$ cat src/rtl/ifu_pkg.sv
// Shared types and constants for the instruction fetch unit.
package ifu_pkg;

  typedef enum logic [2:0] {
    S_IDLE,
    S_REQ,
    S_WAIT,
    S_VALID,
    S_EXEC
  } state_t;

  localparam logic [63:0] RESET_PC_DEF = 64'h8000_0000;
  localparam logic [31:0] INST_NOP     = 32'h0000_0013;
  localparam logic [31:0] EBREAK       = 32'h0010_0073;

endpackage

$ cat src/rtl/ifu_fetch_ctrl.sv
// Multi-cycle fetch: one instruction in flight, 5 cycles best case (IDLE/REQ/WAIT/VALID/EXEC).
// Stalls in REQ on imem_req_ready, in VALID on inst_ready, and in EXEC until commit_valid.
module ifu_fetch_ctrl
  import ifu_pkg::*;
#(
  parameter int                    PC_WIDTH   = 64,
  parameter int                    INST_WIDTH = 32,
  parameter logic [PC_WIDTH-1:0]   RESET_PC   = RESET_PC_DEF[PC_WIDTH-1:0]
) (
  input  logic                  clk,
  input  logic                  rst,
  output logic                  imem_req_valid,
  input  logic                  imem_req_ready,
  output logic [PC_WIDTH-1:0]   imem_req_addr,
  input  logic                  imem_rsp_valid,
  input  logic [INST_WIDTH-1:0] imem_rsp_data,
  input  logic                  imem_rsp_err,
  output logic                  inst_valid,
  input  logic                  inst_ready,
  output logic [INST_WIDTH-1:0] inst,
  output logic [PC_WIDTH-1:0]   pc,
  output logic                  fetch_err,
  input  logic                  commit_valid,
  input  logic [PC_WIDTH-1:0]   next_pc,
  output logic [63:0]           retired_cnt
);

  state_t                state_q, state_d;
  logic [PC_WIDTH-1:0]   pc_q, pc_d;
  logic [INST_WIDTH-1:0] inst_q, inst_d;
  logic                  err_q, err_d;
  logic [63:0]           retired_q, retired_d;

  always_ff @(posedge clk or negedge rst) begin
    if (!rst) begin
      state_q   <= S_IDLE;
      pc_q      <= RESET_PC;
      inst_q    <= '0;
      err_q     <= 1'b0;
      retired_q <= '0;
    end else begin
      state_q   <= state_d;
      pc_q      <= pc_d;
      inst_q    <= inst_d;
      err_q     <= err_d;
      retired_q <= retired_d;
    end
  end

  always_comb begin
    state_d   = state_q;
    pc_d      = pc_q;
    inst_d    = inst_q;
    err_d     = err_q;
    retired_d = retired_q;
    unique case (state_q)
      // A misaligned PC never reaches memory; it is reported to decode as a faulting slot.
      S_IDLE: begin
        if (pc_q[1:0] != 2'b00) begin
          state_d = S_VALID;
          err_d   = 1'b1;
          inst_d  = '0;
        end else begin
          state_d = S_REQ;
        end
      end
      S_REQ: begin
        if (imem_req_ready) state_d = S_WAIT;
      end
      S_WAIT: begin
        if (imem_rsp_valid) begin
          inst_d  = imem_rsp_data;
          err_d   = imem_rsp_err;
          state_d = S_VALID;
        end
      end
      S_VALID: begin
        if (inst_ready) state_d = S_EXEC;
      end
      S_EXEC: begin
        if (commit_valid) begin
          pc_d      = next_pc;
          retired_d = retired_q + 64'd1;
          state_d   = S_IDLE;
        end
      end
      default: state_d = S_IDLE;
    endcase
  end

  // All outputs are registers or state decodes, so no input reaches an output combinationally.
  assign imem_req_valid = (state_q == S_REQ);
  assign imem_req_addr  = pc_q;
  assign inst_valid     = (state_q == S_VALID);
  assign inst           = inst_q;
  assign pc             = pc_q;
  assign fetch_err      = err_q;
  assign retired_cnt    = retired_q;

endmodule
$ cat config.mk
export PLATFORM = sky130hd
export DESIGN_NAME = ifu_fetch_ctrl
export DESIGN_NICKNAME = d
export VERILOG_FILES = /design/src/rtl/ifu_pkg.sv /design/src/rtl/ifu_fetch_ctrl.sv
export SDC_FILE = /design/constraint.sdc
export NUM_CORES = 1
export LEC_CHECK = 0
export BUFFER_PORTS_ARGS = -buffer_cell sky130_fd_sc_hd__buf_4
export CAP_MARGIN = 5
export CORE_MARGIN = 2
export CORE_UTILIZATION = 47
export CTS_CLUSTER_DIAMETER = 30
export CTS_CLUSTER_SIZE = 8
export DETAILED_ROUTE_END_ITERATION = 8
export PLACE_DENSITY = 0.77
export SETUP_SLACK_MARGIN = 0.02
export SLEW_MARGIN = 10
export SYNTH_ARGS = -nofsm -noshare
export SYNTH_HDL_FRONTEND = slang
export SYNTH_SLANG_ARGS = --single-unit
$ cat constraint.sdc
create_clock -name clk -period 2.2 [get_ports clk]
set_input_delay 0.11 -clock clk [delete_from_list [all_inputs] [get_ports clk]]
set_output_delay 0.11 -clock clk [all_outputs]
set_load 0.01 [all_outputs]
==> impl_metrics.tcl, run 1 <==
set metrics [dict create \
    hold_slack_ns 0.0544 \
    path_buf_inv 1 \
    synth_area_per_cell_um2 12.5 \
    drive_gt1_share_pct 46.5 \
    critPathTopFamily "simple AND/OR/NAND/NOR gates" \
    peakVddDrop_mv 0.862 \
    wirelength_um 21300 \
    cts_buffer_depth 2 \
    num_vias 5954 \
    hold_path.class "primary input to register" \
    coreArea_um2 15100 \
    dpl_cell_area_um2 9460 \
    critPathKind "register to register" \
    rows 45 \
    routabilityCongestion 0.810 \
    post-place-ws_ns 0.196 \
    start_util_pct 47.8 \
    firstDrtPassIters 4 \
    relSlewSlack_pct 61.4 \
    synth-seq-cells 164 \
    rsz0062_at_grt "no" \
    path_cells "nand3_1 > or4_1 > nor3_1 > buf_4 > nand4_1 > xnor2_1" \
    critPathMaxStageDelay_ns 0.60 \
    fin_crit_sh_pct 92.0 \
    synth_top_area_share_pct 56.6 \
    period_needed_ns 2.02 \
    ys_warn_count 0 \
    grt_pass1_wl_um 33200 \
    finalMaxSlewViolations 0 \
    timing.rr.end "retired_cnt[38]" \
    critPathCaptureType "register" \
    cts.sinks 164 \
    hold_depth 3 \
    track_usage_pct 26.1 \
    fin_area_um2 11100 \
    worstHoldEndpoint "state_q[2]" \
    clockRootBuffer "clkbuf_16" \
    cts_buffers 17 \
    dieArea_um2 16400 \
    clk_latency_ns 0.42 \
    utilization_pct 73.6 \
    min_from "commit_valid" \
    setup_viol 0 \
    layout.nets 1054 \
    setup_slack_ns 0.175 \
    synth_top_area_cell "dfrtp_1" \
    synth_area_leaders "dfrtp_1 57%, mux2_2 9.7%, buf_4 6.7%" \
    r2r_start "retired_cnt[12]" \
    cp.required_ns 2.50 \
    dp_hpwl_um 13900 \
    portBuffers 329 \
    netlist_instances 576 \
    start_kind "register" \
    io_pins 330 \
    r2r_cells 6 \
    drt_iter0_markers 297 \
    synth_cell_types 41 \
    grt_pass1_vias 6174 \
    antenna_left 0 \
    drcViolationCount 0 \
    cp_max_fo 11 \
    worst_pin_slew_ns 0.579 \
    fmax_ghz 0.494 \
    grt_overflow_total 0 \
    yosysSeqAreaShare_pct 56.9 \
    antenna_found_initial 0 \
    slowest_stage "or4_1" \
    cap_violations 0 \
    path_clk_slew_ns 0.06 \
    die_x_um 128 \
    grt_max_degree 65 \
    tritoncts "done" \
    final-hold-violation-count 0 \
    leakagePower_nw 5.68 \
    outcome "completed" \
    cts-htree-levels 4 \
    routed_via_density 5.18 \
    crit_arrival_ns 2.32 \
    r2r_slack_ns 0.18 \
    wire_per_inst_um 18.5 \
    skew_ns 0.0128 \
    power.density_nw_per_um2 1120 \
    area_delta_synth_final_pct 54.1 \
    n_antenna_cell 0 \
    syn_area_um2 7210 \
    die_h_um 128 \
    synth_fp_nets 680 \
    setup_tns_ns 0 \
]
## synth_stat cells, drive strengths merged
cell type and n:
or4 1, nand4b 1, nor3 9, xor2 20, nor3b 1, nor2 23
ha 1, clkbuf 12, nand2b 1, nor4b 1, nand3 25, a21oi 2
a311oi 1, nand2 38, mux2 62, nand4bb 1, nor4 4, dfrtp 163
a22o 32, and2 4, o21ai 2, and4 6, and4bb 1, inv 6
buf 74, nor2b 1, a211oi 1, xnor2 43, or2 1, or3 2
nand4 20, dfstp 1, a221oi 1, and3 14, or4b 1
## placed cells by master (no fill, tap or decap), types with 2 or more instances in the layout
master / n
nor4_4: 2
and4_1: 6
bufinv_16: 4
o21ai_0: 2
buf_12: 2
and2_1: 4
nand4_4: 2
or3_1: 2
a21oi_1: 2
nor2_1: 23
dlygate4sd3_1: 100
xnor2_1: 43
dfrtp_1: 163
mux2_2: 62
inv_1: 6
clkbuf_8: 3
nand2_1: 38
buf_4: 338
nor4_2: 2
and3_1: 14
a22o_1: 32
clkbuf_16: 17
nand4_1: 18
nor3_1: 8
xor2_1: 20
clkinvlp_4: 3
nand3_1: 25
## metal layers
layer / vias to the layer above / share of wire [%] / global-route usage (%)
met5: - / 0 / 0
met4: 0 / 1.5 / 6.85
met3: 27 / 5.3 / 6.43
met2: 228 / 54 / 46.6
met1: 3011 / 40 / 31.7
li1: 2688 / - / -
## kinds of logic after synthesis
group,after synthesis,share of synthesized area (%)
compound gates,39,4.51
xor+xnor,63,7.65
fa+ha+maj,1,0.173
buf+inv,92,8.38
flops,164,56.9
mux,62,9.68
simple gates,155,12.7
## registers in the layout, indices dropped and copies added, names as in the netlist
name,cells
imem_req_addr,64
retired_cnt,64
inst,32
state_q,3
fetch_err,1
## stage by stage
step	total power, mW	std cells
floorplan	7.03	576
global placement	8.92	1019
detailed placement	9.05	1019
CTS	12.4	1150
global route	13.0	1150
finish	12.5	1150
## tightest hold or removal path, delay by kind of cell
family | cells | cell delay [ns]
compound gates | 1 | 0.08
buf+inv | 1 | 0.11
simple gates | 1 | 0.12
## worst max path at each step
stage | to | start | depth (start not counted)
5_1_grt | retired_cnt[38] | retired_cnt[12] | 6
3_5_place_dp | retired_cnt[52] | retired_cnt[39] | 5
2_1_floorplan | retired_cnt[61] | state_q[0] | 6
6_report | retired_cnt[38] | retired_cnt[12] | 6
3_3_place_gp | retired_cnt[57] | retired_cnt[39] | 5
4_1_cts | retired_cnt[52] | retired_cnt[39] | 5
## area by class of cell
cell class	count	area, um2
Clock buffer	21	470
Clock inverter	10	171
Fill cell	999	3980
Inverter	6	22.5
Multi-Input combinational cell	320	2520
Sequential cell	164	4110
Tap cell	188	235
Timing Repair Buffer	441	3590
## where the power goes
part           internal [mW]  switching, mW  leakage (nW)
clock network           2.00           1.21         0.304
registers               3.87          0.800          2.16
logic                   2.63           1.97          3.22
total                   8.50           3.98          5.68
## what timing repair did
item,CTS,global route
buffers inserted,0,0
hold buffers,100,0
setup endpoints to repair,0,1
gates resized for setup,0,1
hold endpoints to repair,149,0
Note: power is estimated with default switching activity, not from simulation.
==> run 2, diff against run 1 <==
CAP_MARGIN = 20   (was 5)
CTS_BUF_LIST = sky130_fd_sc_hd__clkbuf_4 sky130_fd_sc_hd__clkbuf_8 sky130_fd_sc_hd__clkbuf_16   (was not set)
==> run 2 against run 1 <==
Effect of this change: global-route usage about the same; register-to-register slack about the same; clock-buffer cell count unchanged; via count increased by 0.22%; critical path depth unchanged; non-clock buffer count unchanged; cell area about the same; total power about the same; hold slack about the same; utilization about the same; sequential power about the same; largest cell class unchanged.
==> impl_metrics.tcl, run 2 (same netlist as run 1, synthesis figures left out) <==
set metrics [dict create \
    cts_buffers 17 \
    setup_slack_ns 0.179 \
    critPathCaptureType "register" \
    firstDrtPassIters 5 \
    post-place-cells 1019 \
    dpl_cell_area_um2 9460 \
    cp_max_fo 11 \
    portBuffers 329 \
    total_power_mw 12.5 \
    crit_arrival_ns 2.32 \
    clk_latency_ns 0.42 \
    regArea_um2 4110 \
    fin_area_um2 11100 \
    hold_slack_ns 0.0547 \
    hold_path.class "primary input to register" \
    clockRootBuffer "clkbuf_16" \
    outcome "completed" \
    wirelength_um 21300 \
    grt_max_degree 65 \
    internal_power_mw 8.51 \
    switchingPower_mw 3.98 \
    nFillCells 1002 \
    setup_viol 0 \
    tritoncts "done" \
    worst_pin_slew_ns 0.582 \
    fmax_ghz 0.495 \
    combPwrFrac_pct 36.9 \
    fin_crit_sh_pct 91.9 \
    routabilityCongestion 0.810 \
    start_kind "register" \
    stdcell_count 1150 \
    num_vias 5967 \
    swShare_pct 31.9 \
    drcViolationCount 0 \
    power.density_nw_per_um2 1120 \
    peakVddDrop_mv 0.862 \
    drt_iter0_markers 283 \
    r2r_slack_ns 0.18 \
    cp.required_ns 2.49 \
    critPathKind "register to register" \
    power_frac_clock_pct 25.8 \
    dieArea_um2 16400 \
    grt_pass1_wl_um 33200 \
    mostFrequentLayoutCell "buf_4" \
    mostFrequentLayoutCells "338 x buf_4, 163 x dfrtp_1, 100 x dlygate4sd3_1, 62 x mux2_2, 43 x xnor2_1" \
    p_seq_share_pct 37.4 \
    final-hold-violation-count 0 \
    setup_tns_ns 0 \
    post-place-ws_ns 0.196 \
    leakagePower_nw 5.68 \
    rsz0062_at_grt "no" \
    track_usage_pct 26.1 \
    cts-htree-levels 4 \
    die_h_um 128 \
    utilization_pct 73.7 \
    area_delta_synth_final_pct 54.1 \
    period_needed_ns 2.02 \
    skew_ns 0.0127 \
    multi_input_area_um2 2520 \
    start_util_pct 47.8 \
    die_x_um 128 \
    path_clk_slew_ns 0.06 \
    drive_gt1_share_pct 46.6 \
    antenna_found_initial 0 \
    io_pins 330 \
    antenna_left 0 \
    cts_buffer_depth 2 \
    wire_per_inst_um 18.5 \
    finalMaxSlewViolations 0 \
    routed_via_density 5.19 \
    layout.nets 1054 \
    n_antenna_cell 0 \
    coreArea_um2 15100 \
    cap_violations 0 \
    cts.sinks 164 \
    grt_overflow_total 0 \
    rows 45 \
    dp_hpwl_um 13900 \
    grt_pass1_vias 6179 \
    relSlewSlack_pct 61.2 \
]
[run 2: cell count changes in the layout (fill, tap and decap cells not counted)]
cell	previous run	this run
clkbuf_1	1	0
clkbuf_4	0	1
[run 2: worst max-delay path, stage by stage (launching register included)]
cell and delay [ns]:
dfrtp_1 0.46, nand3_1 0.18, or4_1 0.60, nor3_1 0.16, buf_4 0.21, nand4_1 0.14
xnor2_1 0.16
[run 2: cell type report]
class	count	share of cell area [%]
inverters	6	0.203
multi-input cells	320	22.6
well taps	188	2.12
repair buffers	441	32.3
clock buffers	21	4.27
clock inverters	10	1.54
flip-flops and latches	164	36.9
[run 2: power by group through the flow]
stage          logic (mW)  clock network, mW  registers [mW]
2_1_floorplan        2.20                  0            4.84
5_1_grt              4.86               3.41            4.77
6_report             4.61               3.22            4.67
4_1_cts              4.54               3.27            4.63
3_3_place_gp         4.33                  0            4.60
3_5_place_dp         4.40                  0            4.65
[run 2: repair_timing]
action,in CTS,in global routing
hold buffers,100,0
endpoints found under the hold margin,149,0
gates resized for setup,0,1
setup endpoints to repair,0,1
setup buffers,0,0
[run 2: routing by layer]
layer  track usage [%]  part of all wire [%]
met1              31.7                    39
met2              46.6                    54
met3              6.43                   5.5
met4              6.85                   1.5
met5                 0                     0
[run 2: worst paths after layout]
path	from	cells past startpoint	endpoint
min in group asynchronous	rst	2	imem_req_addr[28]
hold reg to reg	retired_cnt[63]	1	retired_cnt[63]
setup / recovery	retired_cnt[12]	6	retired_cnt[38]
setup reg to reg	retired_cnt[12]	6	retired_cnt[38]
max in group asynchronous	rst	3	inst[30]
hold / removal	commit_valid	3	state_q[2]
==> run 3, diff against run 2 <==
MAX_ROUTING_LAYER = met4   (was not set)
==> run 3 against run 2 <==
Effect of this change: combinational power is essentially flat; global-route usage grew 0.82 points; die area is the same; critical path depth is the same; final cell count is the same.
==> impl_metrics.tcl, run 3 (same netlist as run 1, synthesis figures left out) <==
set metrics [dict create \
    outcome "completed" \
    utilization_pct 73.6 \
    grt_max_degree 65 \
    cts.sinks 164 \
    die_h_um 128 \
    rsz0062_at_grt "yes" \
    antenna_left 0 \
    critPathCaptureType "register" \
    relSlewSlack_pct 61.6 \
    postCtsSetupBuffers 0 \
    fmax_ghz 0.499 \
    grt_pass1_wl_um 33300 \
    period_needed_ns 2.00 \
    cts_buffer_depth 2 \
    hold_path.class "primary input to register" \
    drcViolationCount 0 \
    cp.required_ns 2.49 \
    total_power_mw 12.5 \
    wirelength_um 21300 \
    post-place-cells 1019 \
    crit_arrival_ns 2.30 \
    routed_via_density 5.17 \
    path_clk_slew_ns 0.06 \
    n_antenna_cell 0 \
    start_util_pct 47.8 \
    final-hold-violation-count 0 \
    postCtsResizedCells 0 \
    coreArea_um2 15100 \
    wire_per_inst_um 18.5 \
    start_kind "register" \
    mostFrequentLayoutCell "buf_4" \
    layout.nets 1054 \
    antenna_found_initial 0 \
    area_delta_synth_final_pct 54.0 \
    track_usage_pct 26.9 \
    portBuffers 329 \
    num_vias 5942 \
    grt_overflow_total 0 \
    cts-htree-levels 4 \
    skew_ns 0.0126 \
    leakagePower_nw 5.68 \
    worst_pin_slew_ns 0.572 \
    post-place-ws_ns 0.196 \
    dp_hpwl_um 13900 \
    routabilityCongestion 0.822 \
    io_pins 330 \
    rows 45 \
    power.density_nw_per_um2 1120 \
    fin_crit_sh_pct 91.0 \
    mostFrequentLayoutCells "338 x buf_4, 163 x dfrtp_1, 100 x dlygate4sd3_1, 62 x mux2_2, 43 x xnor2_1" \
    finalMaxSlewViolations 0 \
    peakVddDrop_mv 0.864 \
    critPathKind "register to register" \
    setup_viol 0 \
    cap_violations 0 \
    setup_slack_ns 0.197 \
    die_x_um 128 \
    drt_iter0_markers 277 \
    clk_latency_ns 0.42 \
    cp_max_fo 11 \
    clockRootBuffer "clkbuf_16" \
    dieArea_um2 16400 \
    firstDrtPassIters 5 \
    cts_buffers 17 \
    drive_gt1_share_pct 46.5 \
    tritoncts "done" \
    stdcell_count 1150 \
    grt_pass1_vias 6179 \
    setup_tns_ns 0 \
]
run 3: critical path: stages (launching register included):
cell and delay, ns:
dfrtp_1 0.46, nand3_1 0.17, or4_1 0.60, nor3_1 0.16
buf_4 0.21, nand4_1 0.14, xnor2_1 0.16
run 3: through the flow:
| stage | hold slack (ns) | cell area [um2] |
|---|---|---|
| after floorplan | -0.186 | 7210 |
| after global placement | 0.0848 | 9460 |
| after detailed placement | 0.0865 | 9460 |
| after CTS | 0.0372 | 11100 |
| after global routing | 0.0656 | 11100 |
| final | 0.0548 | 11100 |
run 3: repair_timing:
item | CTS | global route
setup endpoints to repair | 0 | 2
hold endpoints to repair | 149 | 0
hold buffers | 100 | 0
run 3: layout make-up:
| cell class | count | area (um2) |
|---|---|---|
| Fill cell | 1002 | 3980 |
| Sequential cell | 164 | 4110 |
| Inverter | 6 | 22.5 |
| Clock inverter | 10 | 171 |
| Clock buffer | 21 | 474 |
| Tap cell | 188 | 235 |
| Timing Repair Buffer | 441 | 3590 |
| Multi-Input combinational cell | 320 | 2510 |
run 3: layer usage:
metal | vias to the layer above | track usage (%) | routed length (um)
li1 | 2685 | - | -
met1 | 2993 | 32.3 | 8510
met2 | 229 | 46.5 | 11400
met5 | - | - | 0
met3 | 35 | 5.30 | 1000
met4 | 0 | 7.69 | 348
run 3: worst paths after layout:
check,from,endpoint,slack (ns),cells past startpoint
max in group asynchronous,rst,inst[30],1.26,3
min,commit_valid,state_q[2],0.05,3
min in group asynchronous,rst,imem_req_addr[36],0.23,2
min reg2reg,retired_cnt[63],retired_cnt[63],0.48,1
max reg2reg,retired_cnt[12],retired_cnt[38],0.20,6
max,retired_cnt[12],retired_cnt[38],0.20,6
run 3: power breakdown:
group          total, mW  switching, mW  internal, mW
clock               3.21           1.20          2.01
combinational       4.61           1.98          2.63
sequential          4.67          0.797          3.87
